<file path="src/rtl/iq_4sum.sv">
// iq_4sum: decimate-by-4 summer for a complex (I/Q) sample stream.
//
// Every accepted sample (ce=1, strobe_in=1) is added into a per-channel
// accumulator that is DATA_WIDTH+2 bits wide, so four full-scale samples
// can never overflow internally. On the fourth sample of a group the sum is
// narrowed to DATA_WIDTH bits, registered onto I4sum/Q4sum, and strobe_out
// pulses for one clock.
//
// Configuration macro IQ_4SUM_SAT_EN:
//   defined   - narrowing saturates to the signed DATA_WIDTH range
//   undefined - narrowing keeps the low DATA_WIDTH bits (two's-complement wrap)
//
// ce=0 freezes every register, including strobe_out.

module iq_4sum #(
    parameter int unsigned DATA_WIDTH = 16
) (
    input  logic                  clk,
    input  logic                  rst,
    input  logic                  ce,
    input  logic                  strobe_in,
    input  logic [DATA_WIDTH-1:0] I_in,
    input  logic [DATA_WIDTH-1:0] Q_in,
    output logic [DATA_WIDTH-1:0] I4sum,
    output logic [DATA_WIDTH-1:0] Q4sum,
    output logic                  strobe_out
);

    // Two guard bits cover the growth of summing four samples.
    localparam int unsigned AccWidth = DATA_WIDTH + 2;

`ifdef IQ_4SUM_SAT_EN
    localparam bit SatEn = 1'b1;
`else
    localparam bit SatEn = 1'b0;
`endif

    // Position of the next accepted sample within its group of four.
    typedef enum logic [1:0] {
        StPh0 = 2'd0,
        StPh1 = 2'd1,
        StPh2 = 2'd2,
        StPh3 = 2'd3
    } phase_e;

    phase_e                phase_q, phase_d;
    logic [AccWidth-1:0]   i_acc_q, i_acc_d;
    logic [AccWidth-1:0]   q_acc_q, q_acc_d;
    logic [DATA_WIDTH-1:0] i_sum_q, i_sum_d;
    logic [DATA_WIDTH-1:0] q_sum_q, q_sum_d;
    logic                  strobe_q, strobe_d;

    logic [AccWidth-1:0]   i_ext, q_ext;
    logic [AccWidth-1:0]   i_total, q_total;

    // Narrow a full-precision group sum to the output width. The sum is in
    // range exactly when its top three bits agree; otherwise either clamp
    // toward the sign of the sum or let the low bits wrap.
    function automatic logic [DATA_WIDTH-1:0] fmt(input logic [AccWidth-1:0] s);
        logic in_range;
        in_range = (s[AccWidth-1:DATA_WIDTH-1] == {3{s[AccWidth-1]}});
        if (SatEn && !in_range) begin
            if (s[AccWidth-1]) begin
                fmt = {1'b1, {(DATA_WIDTH-1){1'b0}}};
            end else begin
                fmt = {1'b0, {(DATA_WIDTH-1){1'b1}}};
            end
        end else begin
            fmt = s[DATA_WIDTH-1:0];
        end
    endfunction

    // Sign-extend the inputs and form the running sum including this sample.
    always_comb begin
        i_ext   = {{2{I_in[DATA_WIDTH-1]}}, I_in};
        q_ext   = {{2{Q_in[DATA_WIDTH-1]}}, Q_in};
        i_total = i_acc_q + i_ext;
        q_total = q_acc_q + q_ext;
    end

    // Next-state: accumulate per phase, publish and pulse on the fourth sample.
    always_comb begin
        phase_d  = phase_q;
        i_acc_d  = i_acc_q;
        q_acc_d  = q_acc_q;
        i_sum_d  = i_sum_q;
        q_sum_d  = q_sum_q;
        strobe_d = strobe_q;

        if (ce) begin
            strobe_d = 1'b0;
            if (strobe_in) begin
                unique case (phase_q)
                    StPh0: begin
                        // First sample of a group replaces whatever was left.
                        i_acc_d = i_ext;
                        q_acc_d = q_ext;
                        phase_d = StPh1;
                    end
                    StPh1: begin
                        i_acc_d = i_total;
                        q_acc_d = q_total;
                        phase_d = StPh2;
                    end
                    StPh2: begin
                        i_acc_d = i_total;
                        q_acc_d = q_total;
                        phase_d = StPh3;
                    end
                    StPh3: begin
                        i_sum_d  = fmt(i_total);
                        q_sum_d  = fmt(q_total);
                        strobe_d = 1'b1;
                        i_acc_d  = '0;
                        q_acc_d  = '0;
                        phase_d  = StPh0;
                    end
                    default: begin
                        phase_d = StPh0;
                    end
                endcase
            end
        end
    end

    // State registers; reset discards any partial group.
    always_ff @(posedge clk or posedge rst) begin
        if (rst) begin
            phase_q  <= StPh0;
            i_acc_q  <= '0;
            q_acc_q  <= '0;
            i_sum_q  <= '0;
            q_sum_q  <= '0;
            strobe_q <= 1'b0;
        end else begin
            phase_q  <= phase_d;
            i_acc_q  <= i_acc_d;
            q_acc_q  <= q_acc_d;
            i_sum_q  <= i_sum_d;
            q_sum_q  <= q_sum_d;
            strobe_q <= strobe_d;
        end
    end

    assign I4sum      = i_sum_q;
    assign Q4sum      = q_sum_q;
    assign strobe_out = strobe_q;

endmodule

</file>
<file path="config.mk">
export PLATFORM = sky130hd
export DESIGN_NAME = iq_4sum
export DESIGN_NICKNAME = d
export VERILOG_FILES = /design/src/rtl/iq_4sum.sv
export SDC_FILE = /design/constraint.sdc
export NUM_CORES = 1
export LEC_CHECK = 0
export BUFFER_PORTS_ARGS = -buffer_cell sky130_fd_sc_hd__buf_2
export CORE_ASPECT_RATIO = 2
export CORE_MARGIN = 4
export CORE_UTILIZATION = 35
export CTS_CLUSTER_DIAMETER = 120
export DETAILED_ROUTE_END_ITERATION = 8
export HOLD_SLACK_MARGIN = 0.08
export PLACE_DENSITY_LB_ADDON = 0.05
export SLEW_MARGIN = 30
export SYNTH_ARGS = -nofsm -noshare
export SYNTH_HDL_FRONTEND = slang
export SYNTH_SLANG_ARGS = --single-unit
</file>
<file path="constraint.sdc">
create_clock -name clk -period 3.1 [get_ports clk]
set_input_delay 0.31 -clock clk [delete_from_list [all_inputs] [get_ports clk]]
set_output_delay 0.31 -clock clk [all_outputs]
set_load 0.03 [all_outputs]
</file>
### Word level (Yosys, flattened, before mapping)

Index checks and enable logic that the tools add are counted.

| storage, ports and cells | value |
|---|---|
| bits in registers | 71 |
| bits of input ports | 36 |
| output and inout bits | 33 |
| logic and storage cells | 20 |

| operators by class | value |
|---|---|
| add/sub/neg operators | 2 |
| equality and inequality tests | 3 |
| mux-type cells | 5 |
| reduce and logical (&&, ||, !) cells | 4 |

Operators with widths:

| cell | count |
|---|---|
| $pmux W18 S3 | 2 |
| $add A18 B18 Y18 | 2 |
| $pmux W2 S4 | 1 |
| $eq A2 B2 Y1 const B | 2 |
| $reduce_and A3 Y1 | 1 |
| $eq A2 B1 Y1 const B | 1 |
| $logic_not A2 Y1 | 1 |
| $mux W1 | 2 |
| $reduce_and A2 Y1 | 1 |
| $reduce_or A2 Y1 | 1 |

### Logic depth before layout (Yosys ltp)

Gate-level depths: netlist of run 1.

| logic depth | value |
|---|---|
| depth in word-level cells | 3 |
| gate-level depth with buffers | 9 |
| mapped depth without buffers | 9 |

### Worst setup path before layout of run 1

Ideal clock, no wire load.

| timing path | value |
|---|---|
| path kind | register -> register |
| start point | register i_acc_q[0] |
| end point | register i_acc_q[8] |
| setup time | 0.125 ns |
| data arrival time | 2.045 ns |
| path slack | 0.931 ns |
| stages on the path, launching flop included | 10 |
| buffers on the path | 0 |
| cell sequence | dfrtp_1 -> ha_1 -> fa_1 -> a21oi_1 -> o21ai_0 -> a21oi_1 -> o21ai_0 -> xnor2_1 -> o21ai_0 -> mux2_2 |

| on the way | value |
|---|---|
| cells in the longest elaborated chain, start to end | 2 |

RTL lines:

| element | line | RTL |
|---|---|---|
| from (decl) | 47 | `logic [AccWidth-1:0] i_acc_q, i_acc_d;` |
| from (signal assigned) | 137 | `i_acc_q <= i_acc_d;` |
| $add A18 B18 Y18 | 77 | `i_total = i_acc_q + i_ext;` |
| $pmux W18 S3 | 93 | `unique case (phase_q)` |

Every way passes these cells.
A chain may end at the register's enable or synchronous reset.

### Final worst setup path of run 1

| timing path | value |
|---|---|
| start point | register i_acc_q[0] |
| end point | register i_acc_q[14] |

Same word-level chain as after synthesis.

==> results of run 1 <==
==> cell usage in the layout (no fill, tap or decap), drive strengths merged, types with 3 or more instances in the layout <==
cell type | netlist | final
a21o | 11 | 11
a21oi | 39 | 39
buf | 4 | 75
xor2 | 13 | 13
a31oi | 4 | 4
o211ai | 9 | 9
xnor2 | 16 | 16
and3 | 9 | 9
nand2 | 69 | 69
o21a | 9 | 9
clkbuf | 16 | 11
a221oi | 3 | 3
and2 | 5 | 5
nand3 | 7 | 7
o22ai | 4 | 4
o21bai | 4 | 4
o21ai | 61 | 61
mux2 | 11 | 11
ha | 33 | 33
dfrtp | 67 | 67
nor2 | 22 | 22
inv | 10 | 10
==> sequential cells by signal (all words and copies together) (netlist names) <==
signal,cells
i_acc_q,16
phase_q,2
strobe_out,1
I4sum,16
Q4sum,16
q_acc_q,16
==> per-layer routing <==
metal,up-vias,wire length (µm),global-route usage
met5,-,0,0
met4,0,255,0.0663
met3,15,367,0.0359
met2,67,6480,0.341
met1,1731,4250,0.177
li1,1751,-,-
==> stage by stage <==
step                worst slack (ns)  power [mW]  cells  hold WS [ns]
global route                   0.293        6.13    670         0.171
global placement               0.546        4.63    656         0.456
CTS                            0.558        5.72    670         0.178
detailed placement             0.524        4.68    656         0.467
floorplan                      0.931        3.84    456         0.417
finish                         0.565        5.63    670         0.128
==> layout make-up <==
type	count	area (µm²)
Timing Repair Buffer	75	397
Multi-Input combinational cell	359	2370
Fill cell	1185	6750
Clock buffer	11	243
Sequential cell	67	1680
Inverter	10	37.5
Tap cell	145	181
Clock inverter	3	40.0
==> worst max-delay path by stage <==
stage | end | startpoint
floorplan | i_acc_q[8]$_DFFE_PP0P_ | i_acc_q[0]$_DFFE_PP0P_
global placement | i_acc_q[14]$_DFFE_PP0P_ | I_in[0]
detailed placement | i_acc_q[14]$_DFFE_PP0P_ | I_in[0]
CTS | i_acc_q[14]$_DFFE_PP0P_ | i_acc_q[0]$_DFFE_PP0P_
global route | I4sum[14]$_DFFE_PP0P_ | i_acc_q[0]$_DFFE_PP0P_
finish | i_acc_q[14]$_DFFE_PP0P_ | i_acc_q[0]$_DFFE_PP0P_
==> power breakdown <==
| group | total (mW) | leakage, nW | internal, mW | switching, mW |
|---|---|---|---|---|
| logic | 3.12 | 1.40 | 1.17 | 1.95 |
| clock network | 1.01 | 0.141 | 0.633 | 0.374 |
| registers | 1.50 | 0.828 | 1.28 | 0.222 |
==> worst min-delay path, stage by stage <==
cell   delay (ns)
buf_2        0.10
inv_2        0.04
buf_6        0.49
==> logic make-up after synthesis <==
group	Yosys count	synth area share
AOI/OAI and AO/OA	156	0.230
adders and majority gates	35	0.108
xor gates and xnor gates	29	0.0606
and+or+nand+nor	127	0.136
buffers and inverters	30	0.0343
muxes	12	0.0319
DFF	67	0.400
==> impl_metrics.csv, run 1 <==
group,metric,value,unit
floorplanning,core_area,11700,µm²
timing,slew_viol_final,0,
setup_path,worstPathCellList,"ha_1 > fa_1 > a21oi_1 > o21ai_0 > a31oi_1 > nor2b_1 > o21ai_1 > xnor2_1 > o21ai_0",
global_routing,grt_pass1_wl,19100,µm
setup_path,slowest_stage,"fa_1",
clock_tree,post_cts.repair.setup_buffers,0,
clock_tree,numCtsBuffers,9,
setup_path,rr_worst_depth,9,
logic_synthesis,synth_commonest_cells,"69 x nand2_1, 67 x dfrtp_1, 46 x o21ai_0",
logic_synthesis,yosysTopAreaCell,"dfrtp_1",
layout,stdcell_area,4950,µm²
logic_synthesis,synth_seq_cells,67,
global_routing,grt_max_degree,68,
setup_path,r2r_start,"i_acc_q[0]$_DFFE_PP0P_",
drt,dr_total_vias,3564,
place,gp_congestion,0.812,
clock_tree,path_clk_slew,0.06,ns
clock_tree,tritoncts,"done",
floorplanning,die_y,163,µm
clock_tree,cts_hold_buf,0,
run_status,outcome,"complete, no violations",
timing,setup_viol,0,
place,port_buffers,68,
drt,detail-route-antenna-nets,0,
global_routing,grt_usage,0.176,
timing,final_hold_viol_count,0,
clock_tree,cts_root_buffer,"clkbuf_16",
global_routing,antenna_found_initial,0,
floorplanning,die_area,13900,µm²
setup_path,endpoint_kind,"flip-flop",
logic_synthesis,synth-seq-area-share,0.400,
logic_synthesis,syn_inst,456,
setup_path,critPathLaunchType,"flip-flop",
setup_path,arrival,2.73,ns
drt,via_per_inst,5.32,
timing,grt_setup_unrepaired,"false",
clock_tree,cts_sinks,67,
setup_path,path_class,"flip-flop to flip-flop",
timing,finalCritPeriodShare,0.818,
min_path,min_path_type,"primary input to asynchronous set/reset pin",
power_and_ir_drop,power.density,1140,nW/µm²
timing,fin_crit,2.54,ns
layout,area_delta_synth_final,18.1,%
floorplanning,start_util,0.358,
setup_path,crit_buf_inv,0,
logic_synthesis,synth_edf_count,0,
setup_path,worstPathMaxFanout,2,
setup_path,r2r_slack,0.56,ns
setup_path,r2r_end,"i_acc_q[14]$_DFFE_PP0P_",
place,dp_hpwl,8100,µm
setup_path,max_stage_delay,0.41,ns
clock_tree,htree_levels,3,
logic_synthesis,yosysWarnings,0,
setup_path,cp_top_family,"compound AO/OA/AOI/OAI gates",
logic_synthesis,syn_area,4190,µm²
logic_synthesis,async_reset_ff_frac,1.00,
drt,wirelength,11300,µm
layout,finalCoreUtilization,0.423,
run,max_cap_viol_count,0,
logic_synthesis,yosysMostFrequentCell,"nand2_1",
logic_synthesis,syn-num-nets,527,
logic_synthesis,syn_area_per_cell,9.19,µm²
logic_synthesis,synth_cell_types,57,
timing,tns,0,ns
clock_tree,clock_latency,0.33,ns
floorplanning,die_width,85.4,µm
setup_path,cp.depth,9,
power_and_ir_drop,ir_drop,492,µV
global_routing,grt_pass1_vias,3874,
layout,diodes,0,
timing,tightest_slew,0.718,ns
drt,wl_per_cell,16.9,µm
timing,fin_skew,0.00741,ns
drt,drtPass1Iterations,4,
clock_tree,cts-resized-gates,0,
layout,drive_gt1_frac,0.213,
place,dpl_cell_area,4660,µm²
drt,drc,0,
logic_synthesis,synthTopCellsByArea,"dfrtp_1 40%, ha_1 9.9%, nand2_1 6.2%, o21ai_0 5.5%, a21oi_1 4.3%",
logic_synthesis,synth_top_area_share,0.400,
drt,drt_iter0_markers,84,
timing,relSlewSlack,0.520,
timing,fmax,394,MHz
setup_path,path_common_cell,"o21ai_0",
floorplanning,ioPinCount,69,
setup_path,required,3.30,ns
power_and_ir_drop,p_leak,2.37,nW
logic_synthesis,synthFlopType,"dfrtp_1",
floorplanning,num_rows,56,
layout,final_nets,593,
global_routing,grt_overflow,0,
clock_tree,clk_path_buf_depth,2,
No activity file was read; power rests on OpenSTA's default activity.
==> run 2: changes to the inputs <==
==> constraint.sdc (replaced) <==
create_clock -name clk -period 2.17 [get_ports clk]
set_input_delay 0.217 -clock clk [delete_from_list [all_inputs] [get_ports clk]]
set_output_delay 0.217 -clock clk [all_outputs]
set_load 0.03 [all_outputs]
==> impl_metrics.csv, run 2 (synthesized netlist as in run 1, its figures left out) <==
group,metric,value,unit
place,dp_hpwl,8670,µm
layout,area_delta_synth_final,38.0,%
place,dpl_cell_area,4990,µm²
drt,via_per_inst,5.22,
global_routing,grt_max_degree,68,
power_and_ir_drop,p_leak,2.69,nW
timing,fin_crit,2.16,ns
setup_path,path_class,"flip-flop to flip-flop",
clock_tree,htree_levels,3,
power_and_ir_drop,finalPower,9.43,mW
timing,fmax,463,MHz
setup_path,rr_worst_depth,8,
setup_path,r2r_end,"i_acc_q[11]$_DFFE_PP0P_",
setup_path,required,2.39,ns
global_routing,antenna_found_initial,0,
timing,relSlewSlack,0.698,
layout,final_nets,645,
global_routing,grt_usage,0.179,
power_and_ir_drop,power.density,1630,nW/µm²
setup_path,arrival,2.38,ns
setup_path,worstPathMaxFanout,5,
timing,finalCritPeriodShare,0.996,
place,gp_congestion,0.833,
layout,final_cell_mix,"68 x buf_2, 67 x dfrtp_1, 67 x nand2_1, 55 x buf_4, 35 x o21ai_0",
global_routing,grt_pass1_wl,19400,µm
clock_tree,clk_path_buf_depth,2,
layout,multi_input_area,2820,µm²
floorplanning,die_width,85.4,µm
drt,dr_total_vias,3771,
setup_path,r2r_slack,0.008,ns
floorplanning,die_area,13900,µm²
setup_path,startpoint,"i_acc_q[8]$_DFFE_PP0P_",
setup_path,slowest_stage,"a221o_2",
floorplanning,start_util,0.358,
global_routing,grt_pass1_vias,3960,
timing,setup_viol,0,
drt,wirelength,12100,µm
place,dpl.cell_count,698,
drt,wl_per_cell,16.7,µm
setup_path,endpoint_kind,"flip-flop",
global_routing,grt_overflow,0,
floorplanning,num_rows,56,
clock_tree,numCtsBuffers,9,
timing,fin_skew,0.00459,ns
floorplanning,die_y,163,µm
clock_tree,clock_latency,0.33,ns
run_status,outcome,"complete, no violations",
timing,slew_viol_final,0,
drt,drc,0,
timing,final_hold_viol_count,0,
timing,grt_setup_unrepaired,"true",
setup_path,worstSetupEndpoint,"i_acc_q[11]$_DFFE_PP0P_",
timing,tightest_slew,0.451,ns
timing,layout_setup_ws,0.00806,ns
layout,register_area,1680,µm²
setup_path,critPathLaunchType,"flip-flop",
clock_tree,cts_sinks,67,
floorplanning,ioPinCount,69,
layout,finalCoreUtilization,0.494,
min_path,min_path_type,"primary input to flip-flop",
timing,tns,0,ns
layout,fin_cells,723,
power_and_ir_drop,ir_drop,666,µV
place,port_buffers,68,
layout,fill_cells,1129,
clock_tree,tritoncts,"done",
floorplanning,core_area,11700,µm²
drt,drt_iter0_markers,79,
run,max_cap_viol_count,0,
setup_path,r2r_start,"i_acc_q[8]$_DFFE_PP0P_",
setup_path,max_stage_delay,0.46,ns
layout,layout_commonest_cell,"buf_2",
layout,drive_gt1_frac,0.379,
timing,hold_slack,0.123,ns
place,dp_slack,-0.314,ns
layout,stdcell_area,5780,µm²
drt,detail-route-antenna-nets,0,
setup_path,worstPathCellList,"ha_4 > a21oi_1 > o21ai_2 > a21o_1 > a221o_2 > xnor2_2 > o21ai_1 > mux2_2",
drt,drtPass1Iterations,4,
clock_tree,path_clk_slew,0.06,ns
layout,diodes,0,
clock_tree,cts_root_buffer,"clkbuf_16",
## run 2: worst min path at each step
stage / start / endpoint / slack, ns / depth (start not counted)
4_1_cts: ce / strobe_out$_DFFE_PP0P_ / 0.10 / 2
6_report: ce / strobe_out$_DFFE_PP0P_ / 0.12 / 2
5_1_grt: ce / strobe_out$_DFFE_PP0P_ / 0.16 / 2
2_1_floorplan: ce / strobe_out$_DFFE_PP0P_ / 0.32 / 1
3_3_place_gp: rst / I4sum[1]$_DFFE_PP0P_ / 0.33 / 3
3_5_place_dp: rst / Q4sum[1]$_DFFE_PP0P_ / 0.34 / 3
## run 2: final cells by class
type / instances / share of cell area
clock buffer: 12 / 0.0426
clock inverter: 3 / 0.00260
inverter: 10 / 0.00649
multi-input combinational: 359 / 0.488
sequential: 67 / 0.290
tap: 145 / 0.0314
timing repair buffer: 127 / 0.139
## run 2: routing by layer
| layer | vias up | part of all wire | track usage |
|---|---|---|---|
| li1 | 1864 | - | - |
| met1 | 1822 | 0.36 | 0.175 |
| met2 | 65 | 0.59 | 0.356 |
| met3 | 20 | 0.024 | 0.0172 |
| met4 | 0 | 0.026 | 0.0901 |
| met5 | - | 0 | 0 |
## run 2: report_power, final
group / internal (mW) / total (mW) / leakage [nW] / switching [mW]
clock: 0.792 / 1.33 / 0.132 / 0.534
sequential: 1.83 / 2.20 / 0.828 / 0.372
combinational: 2.69 / 5.90 / 1.73 / 3.21
## run 2: critical path: cells and delay by family, from the launching register on
family / cells / cell delay (ns)
AOI/OAI and AO/OA: 5 / 0.95
muxes: 1 / 0.27
DFF: 1 / 0.41
adders and majority gates: 1 / 0.24
xor gates and xnor gates: 1 / 0.17
## run 2: what timing repair did
item / 4_1_cts / 5_1_grt
buffers inserted: 4 / 5
resized for setup: 38 / 42
hold buffers: 1 / 0
pin swaps: 20 / 43
setup endpoints to repair: 29 / 23
hold endpoints to repair: 67 / 0
==> run 3: changes to the inputs <==
==> constraint.sdc (replaced) <==
create_clock -name clk -period 2.1 [get_ports clk]
set_input_delay 0.21 -clock clk [delete_from_list [all_inputs] [get_ports clk]]
set_output_delay 0.21 -clock clk [all_outputs]
set_load 0.03 [all_outputs]
==> impl_metrics.csv, run 3 (synthesized netlist as in run 1, its figures left out) <==
group,metric,value,unit
power_and_ir_drop,ir_drop,808,µV
timing,final_hold_viol_count,0,
layout,area_delta_synth_final,41.0,%
clock_tree,clk_path_buf_depth,2,
layout,stdcell_area,5910,µm²
floorplanning,die_area,13900,µm²
clock_tree,cts_root_buffer,"clkbuf_16",
drt,drc,0,
place,dpl_cell_area,5070,µm²
layout,final_nets,652,
layout,final_cell_mix,"68 x buf_2, 67 x dfrtp_1, 67 x nand2_1, 59 x buf_4, 28 x o21ai_0",
setup_path,endpoint_kind,"flip-flop",
global_routing,grt_pass1_vias,4033,
power_and_ir_drop,p_int,5.68,mW
clock_tree,numCtsBuffers,9,
global_routing,antenna_found_initial,0,
timing,finalCritPeriodShare,1.03,
floorplanning,die_width,85.4,µm
min_path,min_path_type,"primary input to flip-flop",
power_and_ir_drop,finalPower,10.0,mW
drt,detail-route-antenna-nets,0,
power_and_ir_drop,power_frac_clock,0.144,
timing,slew_viol_final,0,
power_and_ir_drop,power.density,1700,nW/µm²
clock_tree,clock_latency,0.33,ns
setup_path,critPathLaunchType,"flip-flop",
timing,grt_setup_unrepaired,"true",
drt,wl_per_cell,16.5,µm
timing,fin_crit,2.17,ns
timing,fmax,461,MHz
timing,tns,-0.213,ns
timing,fin_skew,0.00577,ns
clock_tree,path_clk_slew,0.06,ns
run,max_cap_viol_count,0,
layout,multi_input_area,2860,µm²
place,gp_congestion,0.824,
drt,drt_iter0_markers,98,
place,port_buffers,68,
floorplanning,start_util,0.358,
drt,drtPass1Iterations,6,
floorplanning,num_rows,56,
run_status,outcome,"finished, violations left",
setup_path,worstPathMaxFanout,2,
power_and_ir_drop,p_sw_frac,0.433,
drt,wirelength,12000,µm
global_routing,grt_max_degree,31,
drt,dr_total_vias,3744,
power_and_ir_drop,seq_power_share,0.226,
setup_path,arrival,2.38,ns
power_and_ir_drop,combPwrFrac,0.630,
timing,layout_setup_ws,-0.0714,ns
timing,relSlewSlack,0.611,
run_status,violations,"negative setup slack",
place,dp_hpwl,9060,µm
layout,fill_cells,1092,
timing,setup_viol,9,
clock_tree,cts_sinks,67,
setup_path,path_class,"flip-flop to flip-flop",
global_routing,grt_usage,0.179,
floorplanning,core_area,11700,µm²
layout,layout_commonest_cell,"buf_2",
drt,via_per_inst,5.13,
clock_tree,htree_levels,3,
timing,tightest_slew,0.583,ns
global_routing,grt_pass1_wl,19700,µm
floorplanning,die_y,163,µm
layout,drive_gt1_frac,0.397,
layout,register_area,1680,µm²
global_routing,grt_overflow,0,
power_and_ir_drop,p_leak,2.78,nW
layout,diodes,0,
floorplanning,ioPinCount,69,
power_and_ir_drop,p_sw,4.34,mW
clock_tree,tritoncts,"done",
setup_path,required,2.31,ns
==> run 3: power by group through the flow <==
stage	Sequential (mW)	Clock [mW]	Combinational, mW
after floorplan	2.82	0	2.91
after global placement	2.23	0	5.29
after detailed placement	2.25	0	5.35
after CTS	2.26	1.49	5.92
after global routing	2.34	1.53	6.94
final	2.27	1.44	6.32
==> run 3: through the flow <==
| step | worst slack [ns] | std cells | hold slack (ns) | util |
|---|---|---|---|---|
| final | -0.0714 | 730 | 0.106 | 0.505 |
| after floorplan | 0.0108 | 456 | 0.317 | - |
| after CTS | -0.0450 | 725 | 0.0933 | 0.485 |
| after detailed placement | -0.329 | 701 | 0.319 | 0.433 |
| after global placement | -0.260 | 701 | 0.323 | 0.433 |
| after global routing | -0.151 | 730 | 0.124 | 0.505 |
==> run 3: critical path, cell delays in order (launching register included) <==
cell and delay (ns):
dfrtp_1 0.40, ha_4 0.18, fa_2 0.36, a21oi_2 0.20, o21ai_2 0.12, a31oi_4 0.23
a211o_1 0.21, xnor2_2 0.10, mux2_2 0.26
==> run 3: worst paths after layout <==
path | slack [ns] | start | cells past startpoint | end
setup / recovery | -0.07 | i_acc_q[0]$_DFFE_PP0P_ | 8 | I4sum[12]$_DFFE_PP0P_
hold / removal | 0.11 | ce | 2 | strobe_out$_DFFE_PP0P_
setup reg to reg | -0.07 | i_acc_q[0]$_DFFE_PP0P_ | 8 | I4sum[12]$_DFFE_PP0P_
hold reg to reg | 0.48 | I4sum[2]$_DFFE_PP0P_ | 2 | I4sum[2]$_DFFE_PP0P_
max in group asynchronous | 1.05 | rst | 4 | i_acc_q[1]$_DFFE_PP0P_
min in group asynchronous | 0.50 | rst | 3 | I4sum[3]$_DFFE_PP0P_
==> run 3: per-layer routing <==
| layer | part of all wire | vias to the layer above | track usage |
|---|---|---|---|
| met2 | 0.58 | 58 | 0.351 |
| met3 | 0.031 | 15 | 0.0299 |
| met5 | 0 | - | 0 |
| met1 | 0.37 | 1797 | 0.186 |
| li1 | - | 1874 | - |
| met4 | 0.019 | 0 | 0.0612 |
==> run 3: layout make-up <==
cell class                 count  area share
multi-input combinational    359       0.483
sequential                    67       0.284
timing repair buffer         134       0.149
clock buffer                  13      0.0457
tap                          145      0.0307
inverter                      10     0.00635
clock inverter                 2     0.00169
==> run 3: what timing repair did <==
item | CTS | global route
pin swaps | 37 | 45
setup buffers | 8 | 5
endpoints found under the hold margin | 20 | 0
endpoints found under the setup margin | 35 | 36
resized for setup | 46 | 46
hold buffers | 1 | 0
